$ cat config.mk
export PLATFORM = sky130hd
export DESIGN_NAME = pipeline_issue_ctrl
export DESIGN_NICKNAME = d
export VERILOG_FILES = /design/src/rtl/pipeline_pkg.sv /design/src/rtl/issue_fifo.sv /design/src/rtl/pipeline_issue_ctrl.sv
export SDC_FILE = /design/constraint.sdc
export NUM_CORES = 1
export LEC_CHECK = 0
export CAP_MARGIN = 10
export CORE_UTILIZATION = 40
export DETAILED_ROUTE_END_ITERATION = 12
export PLACE_DENSITY_LB_ADDON = 0.25
export SYNTH_ARGS = -nofsm -noshare
export SYNTH_HDL_FRONTEND = slang
export SYNTH_SLANG_ARGS = --single-unit
$ cat constraint.sdc
create_clock -name clk -period 3.6 [get_ports clk]
set_input_delay 0.72 -clock clk [delete_from_list [all_inputs] [get_ports clk]]
set_output_delay 0.72 -clock clk [all_outputs]
set_load 0.1 [all_outputs]
$ cat src/rtl/pipeline_pkg.sv
// Shared definitions for the issue controller: field positions, opcode
// groups, instruction classes and the scoreboard slot layout.
package pipeline_pkg;

    localparam int unsigned WINDOW_DEFAULT = 3;

    localparam logic [31:0] NOP = 32'h0000_0000;

    localparam int unsigned OP_MSB = 31;
    localparam int unsigned OP_LSB = 26;
    localparam int unsigned RD_MSB = 25;
    localparam int unsigned RD_LSB = 21;
    localparam int unsigned RS_MSB = 20;
    localparam int unsigned RS_LSB = 16;
    localparam int unsigned RT_MSB = 15;
    localparam int unsigned RT_LSB = 11;

    localparam logic [2:0] GRP_ITYPE = 3'b011;
    localparam logic [2:0] GRP_RTYPE = 3'b010;
    localparam logic [5:0] OP_UNARY  = 6'b010001;

    typedef enum logic [1:0] {
        CLS_ILLEGAL,
        CLS_ITYPE,
        CLS_RUNARY,
        CLS_RBINARY
    } instr_class_e;

    typedef struct packed {
        logic       busy;
        logic [4:0] rd;
    } sb_entry_t;

    function automatic instr_class_e classify(input logic [5:0] op);
        instr_class_e c;
        if (op[5:3] == GRP_ITYPE)      c = CLS_ITYPE;
        else if (op == OP_UNARY)       c = CLS_RUNARY;
        else if (op[5:3] == GRP_RTYPE) c = CLS_RBINARY;
        else                           c = CLS_ILLEGAL;
        return c;
    endfunction

endpackage

$ cat src/rtl/issue_fifo.sv
// Two-entry synchronous FIFO; push and pop may happen in the same cycle,
// a pushed word only becomes visible at the head from the next cycle on.
module issue_fifo #(
    parameter int unsigned WIDTH = 32
) (
    input  logic             clk,
    input  logic             rst,
    input  logic             push,
    input  logic [WIDTH-1:0] din,
    input  logic             pop,
    output logic [WIDTH-1:0] dout,
    output logic             full,
    output logic             empty
);

    logic [WIDTH-1:0] mem [2];
    logic             wr_ptr;
    logic             rd_ptr;
    logic [1:0]       count;
    logic             do_push;
    logic             do_pop;

    assign do_push = push && !full;
    assign do_pop  = pop && !empty;
    assign full    = (count == 2'd2);
    assign empty   = (count == 2'd0);
    assign dout    = mem[rd_ptr];

    // Storage write; data words need no reset since count gates visibility.
    always_ff @(posedge clk) begin
        if (do_push) begin
            mem[wr_ptr] <= din;
        end
    end

    // Pointer and occupancy bookkeeping.
    always_ff @(posedge clk) begin
        if (rst) begin
            wr_ptr <= 1'b0;
            rd_ptr <= 1'b0;
            count  <= 2'd0;
        end else begin
            if (do_push) wr_ptr <= ~wr_ptr;
            if (do_pop)  rd_ptr <= ~rd_ptr;
            count <= count + {1'b0, do_push} - {1'b0, do_pop};
        end
    end

endmodule

$ cat src/rtl/pipeline_issue_ctrl.sv
// In-order issue controller: buffers fetched instructions, blocks a head
// that reads a register still in flight, and drives registered issue slots.
module pipeline_issue_ctrl
    import pipeline_pkg::*;
#(
    parameter int unsigned WINDOW = WINDOW_DEFAULT
) (
    input  logic        clk,
    input  logic        rst,
    input  logic [31:0] InstrIn,
    input  logic        InstrValid,
    output logic        InstrReady,
    output logic [31:0] InstrOut,
    output logic        WriteEnable,
    output logic [15:0] StallCount,
    output logic [15:0] IssueCount
);

    logic [31:0]  head;
    logic         fifo_full;
    logic         fifo_empty;
    logic         push;
    logic         pop;
    logic         hazard;
    logic         head_legal;
    logic         reads_rs;
    logic         reads_rt;
    instr_class_e head_cls;
    logic [4:0]   head_rd;
    logic [4:0]   head_rs;
    logic [4:0]   head_rt;
    sb_entry_t    sb [WINDOW];

    assign InstrReady = !fifo_full && !rst;
    assign push       = InstrValid && InstrReady;
    assign pop        = !fifo_empty && !hazard;

    issue_fifo #(
        .WIDTH (32)
    ) u_fifo (
        .clk   (clk),
        .rst   (rst),
        .push  (push),
        .din   (InstrIn),
        .pop   (pop),
        .dout  (head),
        .full  (fifo_full),
        .empty (fifo_empty)
    );

    // Decode the head and compare its source registers with in-flight writers.
    always_comb begin
        head_cls   = classify(head[OP_MSB:OP_LSB]);
        head_rd    = head[RD_MSB:RD_LSB];
        head_rs    = head[RS_MSB:RS_LSB];
        head_rt    = head[RT_MSB:RT_LSB];
        head_legal = (head_cls != CLS_ILLEGAL);
        reads_rs   = head_legal;
        reads_rt   = (head_cls == CLS_RBINARY);
        hazard     = 1'b0;
        for (int unsigned i = 0; i < WINDOW; i++) begin
            if (sb[i].busy && ((reads_rs && sb[i].rd == head_rs) ||
                               (reads_rt && sb[i].rd == head_rt))) begin
                hazard = 1'b1;
            end
        end
        if (fifo_empty) begin
            hazard = 1'b0;
        end
    end

    // Scoreboard shift register: slot 0 records this cycle's legal writer.
    always_ff @(posedge clk) begin
        if (rst) begin
            for (int unsigned i = 0; i < WINDOW; i++) begin
                sb[i] <= '0;
            end
        end else begin
            for (int unsigned i = 1; i < WINDOW; i++) begin
                sb[i] <= sb[i-1];
            end
            if (pop && head_legal) begin
                sb[0] <= '{busy: 1'b1, rd: head_rd};
            end else begin
                sb[0] <= '0;
            end
        end
    end

    // Registered issue slot plus saturating issue/stall counters.
    always_ff @(posedge clk) begin
        if (rst) begin
            InstrOut    <= NOP;
            WriteEnable <= 1'b0;
            StallCount  <= '0;
            IssueCount  <= '0;
        end else if (pop) begin
            InstrOut    <= head;
            WriteEnable <= head_legal;
            if (head_legal && IssueCount != '1) begin
                IssueCount <= IssueCount + 16'd1;
            end
        end else begin
            InstrOut    <= NOP;
            WriteEnable <= 1'b0;
            if (hazard && StallCount != '1) begin
                StallCount <= StallCount + 16'd1;
            end
        end
    end

endmodule

Word-level counts from Yosys, hierarchy flattened
Memories as Yosys holds them, arrays and structs flattened. A register that Yosys moved wholly into a read port is not among the register bits.
Index checks and enable logic that the tools add are counted.
{"block": "op_classes", "bitwise_logic": 7, "n_mux": 24, "n_reduce_logical": 29, "eq_ne": 13, "add_sub_neg": 4}
{"operator": "$add 16x1->16 const B", "count": 2}
{"operator": "$ne 16x16->1 const B", "count": 2}
{"operator": "$eq 5x5->1", "count": 6}
{"operator": "$mux 6", "count": 4}
{"operator": "$logic_and 1x1->1", "count": 17}
{"operator": "$mux 1", "count": 17}
{"operator": "$eq 3x2->1 const B", "count": 2}
{"operator": "$eq 6x5->1 const B", "count": 1}
{"operator": "$mux 2", "count": 3}
{"operator": "$eq 2x2->1 const B", "count": 2}
{"operator": "$logic_not 1->1", "count": 4}
{"operator": "$or 1x1->1", "count": 4}
{"operator": "$reduce_and 2->1", "count": 2}
{"operator": "$logic_or 1x1->1", "count": 3}
{"operator": "$not 1->1", "count": 3}
{"operator": "$add 2x1->2", "count": 1}
{"operator": "$logic_not 2->1", "count": 1}
{"operator": "$reduce_bool 2->1", "count": 1}
{"operator": "$reduce_or 2->1", "count": 1}
{"operator": "$sub 2x1->2", "count": 1}
{"block": "word_totals", "word_cells": 86, "mem_count": 2, "ramBits": 82, "register_bits": 69, "out_inout_bits": 66}
{"name": "u_fifo.mem", "depth": 2, "width": 32, "rd": 1, "rd_ports_with_merged_regs": 1, "wr": 1, "line_no": "issue_fifo.sv:16", "text": "logic [WIDTH-1:0] mem [2];"}
{"name": "sb", "depth": 3, "width": 6, "rd": 3, "rd_ports_with_merged_regs": 0, "wr": 3, "line_no": "pipeline_issue_ctrl.sv:32", "text": "sb_entry_t sb [WINDOW];"}

Depth between registers and ports, before layout
{"block": "depth", "depth_word": 20, "ltp_mapped": 17, "ltp_nobuf": 13}

Modules after synthesis
Synthesis repeated with hierarchy kept, for this count alone.
{"block": "hier_totals", "cells_unflattened": 491, "hier_area_um2": 6238.5}
{"module": "pipeline_issue_ctrl", "instances": 1, "area_each_um2": 3696.0, "cells_per_inst": 364}
{"module": "issue_fifo", "instances": 1, "area_each_um2": 2542.4, "cells_per_inst": 127}

Worst setup path after synthesis
OpenSTA, ideal clock, no wires.
{"block": "synth_path", "kind": "input-to-reg", "start": "input port rst", "end": "memory u_fifo.mem[0][0], enable pin", "required_time_ns": 3.179, "arrival_time_ns": 4.193, "stages": 4, "setup_slack_ns": -1.014, "path_buffers": 1, "cell_sequence": "clkbuf_1 a21oi_1 nand2_1 nor2_1"}
{"block": "synth_between", "elab_chain_cells": 6}
{"item": "start, declared", "line_no": "pipeline_issue_ctrl.sv:9", "text": "input logic rst,"}
{"item": "$logic_not 1->1", "line_no": "pipeline_issue_ctrl.sv:34", "text": "assign InstrReady = !fifo_full && !rst;"}
{"item": "$logic_and 1x1->1", "line_no": "pipeline_issue_ctrl.sv:34"}
{"item": "via InstrReady", "line_no": "pipeline_issue_ctrl.sv:12", "text": "output logic InstrReady,"}
{"item": "$logic_and 1x1->1", "line_no": "pipeline_issue_ctrl.sv:35", "text": "assign push = InstrValid && InstrReady;"}
{"item": "$logic_and 1x1->1", "line_no": "issue_fifo.sv:23", "text": "assign do_push = push && !full;"}
{"item": "$mux 1", "line_no": "issue_fifo.sv:31", "text": "if (do_push) begin"}
{"item": "$mux 1 (implied by the code)", "line_no": "issue_fifo.sv:32", "text": "mem[wr_ptr] <= din;"}
{"item": "end, declared", "line_no": "issue_fifo.sv:16"}
The timed path passes the listed nets, and every way through them passes these cells.

==> qor.csv <==
stage,metric,value,unit
placed_design,place_congestion,0.975,
worst_hold_path,hp-class,flop to flop,
clock_tree,cts-root-buf,clkbuf_16,
power_and_ir_drop,ir_worst_vdd,355,uV
timing,fin_crit,3.42,ns
route,wl,12800,um
power_and_ir_drop,report.power.total,0.00530,W
logic_synthesis,async_flop_share,0,
cells_and_area,ff_latch_area,0.00386,sq mm
route,vias,4173,
clock_tree,cts_buffer_depth,2,
clock_tree,path_clk_slew,0.07,ns
route,drc_errors,0,
logic_synthesis,yosys_warnings,0,
clock_tree,cts_buffers,17,
die,die_area,0.0161,sq mm
timing,worst_slew_pin_slew,1.05,ns
logic_synthesis,postSynthAreaPerCell,12.7,sq um
cells_and_area,multi_input_area,0.00224,sq mm
grt,grt_max_degree,55,
clock_tree,cts_sinks,152,
timing,fin_crit_sh,0.950,
die,start_util,0.410,
cells_and_area,final_cell_mix,"clkdlybuf4s50_1, edfxtp_1, dfxtp_1, nor2_1, a21oi_1",
die,rows,45,
cells_and_area,fin_area,0.00799,sq mm
die,pin_count,101,
logic_synthesis,ys_ff_latch,152,
cells_and_area,area_growth_syn_to_layout,28.2,%
critical_path,worstSetupPathType,flop to flop,
job,drv_cap,0,
die,die_w,127,um
placed_design,io_buffer_count,100,
critical_path,endpoint_kind,flop,
logic_synthesis,synth_cell_types,51,
placed_design,placed_cells,780,
clock_tree,ctsHoldBuffers,0,
grt,grt_pass1_wl,20600,um
timing,timing.final.max_slew_violations,0,
critical_path,path_max_fanout,39,
clock_tree,htree_levels,4,
power_and_ir_drop,p_per_area,663,mW/mm^2
timing,fmax,0.293,GHz
clock_tree,cts_resized,0,
grt,gr-total-overflow,0,
cells_and_area,num-fill-cells,1319,
timing,relSlewSlack,0.300,
cells_and_area,post-route-util,0.526,
grt,grt_pass1_vias,4187,
timing,hold_viol_final,0,
timing,rsz0062_at_grt,no,
cells_and_area,antenna_cells,0,
route,postRouteAntennaNets,0,
cells_and_area,layout-drive-gt1-share,0.125,
logic_synthesis,ys_seq_area_frac,0.620,
route,wl_per_cell,15.8,um
die,fp.dieH,127,um
clock_tree,cts_setup_buffers,0,
logic_synthesis,synth-edff-count,82,
logic_synthesis,syn_area,0.00623,sq mm
placed_design,dp_hpwl,8560,um
route,first_pass_iters,4,
critical_path,crit_path_start_kind,flop,
logic_synthesis,postSynthCellCount,492,
route,vias_per_cell,5.14,
cells_and_area,final_cells,812,
timing,fin_skew,0.0156,ns
grt,grt_usage,0.168,
clock_tree,cts_tree,done,
outcome,status,"complete, no violations",
placed_design,place_area,0.00744,sq mm
timing,setup_viol,0,
die,core_area,0.0152,sq mm
cells_and_area,mostFrequentLayoutCell,clkdlybuf4s50_1,
logic_synthesis,ys.flop_type,edfxtp_1,
grt,antenna_found_initial,0,
critical_path,arrival,3.55,ns
critical_path,cp_data_required_time,3.73,ns
power_and_ir_drop,leakage,2.79,nW
route,drt_iter0_drc,212,
clock_tree,clock_latency,0.42,ns
cells_and_area,num-nets-final,650,
timing,fin_tns_setup,0,ns
==> layer usage <==
metal | track usage | wire (um) | part of all wire | vias up
met5 | 0 | 0 | 0 | -
met4 | 0.0609 | 189 | 0.015 | 0
met3 | 0.0506 | 584 | 0.046 | 17
met2 | 0.286 | 6440 | 0.50 | 92
met1 | 0.199 | 5620 | 0.44 | 2035
li1 | - | - | - | 2029
==> flip-flops by register name, indices dropped and copies added (netlist names), named ones only <==
name,count
u_fifo.wr_ptr,1
u_fifo.rd_ptr,1
WriteEnable,1
u_fifo.mem,64
sb,18
IssueCount,16
StallCount,16
u_fifo.count,2
InstrOut,32
==> Yosys cell counts, types with 3 or more instances <==
master | number | area (sq um)
or4_1 | 13 | 97.6
buf_1 | 3 | 11.3
nor3_1 | 9 | 45.0
nand4_1 | 13 | 81.3
and2_1 | 4 | 25.0
o31ai_1 | 13 | 97.6
nand2_1 | 9 | 33.8
ha_1 | 4 | 50.1
nor2_4 | 10 | 113
a21oi_1 | 29 | 145
xnor2_1 | 11 | 96.3
and3_1 | 12 | 75.1
mux2i_1 | 22 | 220
or3_1 | 15 | 93.8
nor2_1 | 37 | 139
clkbuf_1 | 12 | 45.0
edfxtp_1 | 82 | 2460
buf_2 | 5 | 25.0
o21ai_0 | 13 | 65.1
xor2_1 | 22 | 193
mux2i_2 | 10 | 138
buf_6 | 5 | 56.3
nand3_1 | 15 | 75.1
nor2b_1 | 18 | 113
dfxtp_1 | 70 | 1400
inv_1 | 7 | 26.3
==> layout make-up <==
class | count | area share
inverter | 7 | 0.00329
timing repair buffer | 111 | 0.134
clock buffer | 18 | 0.0537
clock inverter | 14 | 0.0146
tap | 188 | 0.0294
sequential | 152 | 0.484
multi-input combinational | 322 | 0.281
==> path summary, 6_finish.rpt <==
kind,start,endpoint,slack [ns],depth (start not counted)
setup / recovery,flop,sb[0][2]$_SDFFCE_PP0P_,0.18,10
hold / removal,u_fifo.mem[0][3]$_DFFE_PP_,InstrOut[3]$_SDFF_PP0_,0.49,2
setup reg to reg,flop,sb[0][2]$_SDFFCE_PP0P_,0.18,10
hold reg to reg,u_fifo.mem[0][3]$_DFFE_PP_,InstrOut[3]$_SDFF_PP0_,0.49,2
==> logic make-up (layout without fill, tap and decap cells) <==
group,Yosys count,in the layout,share of synthesized area
simple gates,163,163,0.155
flops,152,152,0.620
compound gates,67,67,0.0697
mux,37,37,0.0671
buf+inv,35,150,0.0331
xor+xnor,33,33,0.0464
fa+ha+maj,4,4,0.00803
other cells,1,18,0.000602
==> through the flow <==
| stage | hold slack (ns) | worst slack, ns |
|---|---|---|
| 6_report | 0.487 | 0.181 |
| 3_3_place_gp | 0.457 | 0.344 |
| 4_1_cts | 0.496 | 0.168 |
| 2_1_floorplan | 0.453 | 0.238 |
| 5_1_grt | 0.515 | 0.00190 |
| 3_5_place_dp | 0.470 | 0.182 |
==> where the power goes <==
group          internal (W)  switching (W)  leakage (nW)
clock              0.000899       0.000727         0.263
sequential          0.00200      0.0000758          1.34
combinational      0.000463        0.00113          1.19
==> worst max-delay path: stages (launching register included) <==
cell	delay (ns)
dfxtp_2	0.38
buf_4	0.24
mux2i_2	0.34
xor2_1	0.20
nand4_1	0.11
or3_1	0.36
a21boi_1	0.26
or3_1	0.19
buf_4	0.30
or3_4	0.61
nor3_1	0.11
No activity file was read; power rests on OpenSTA's default activity.
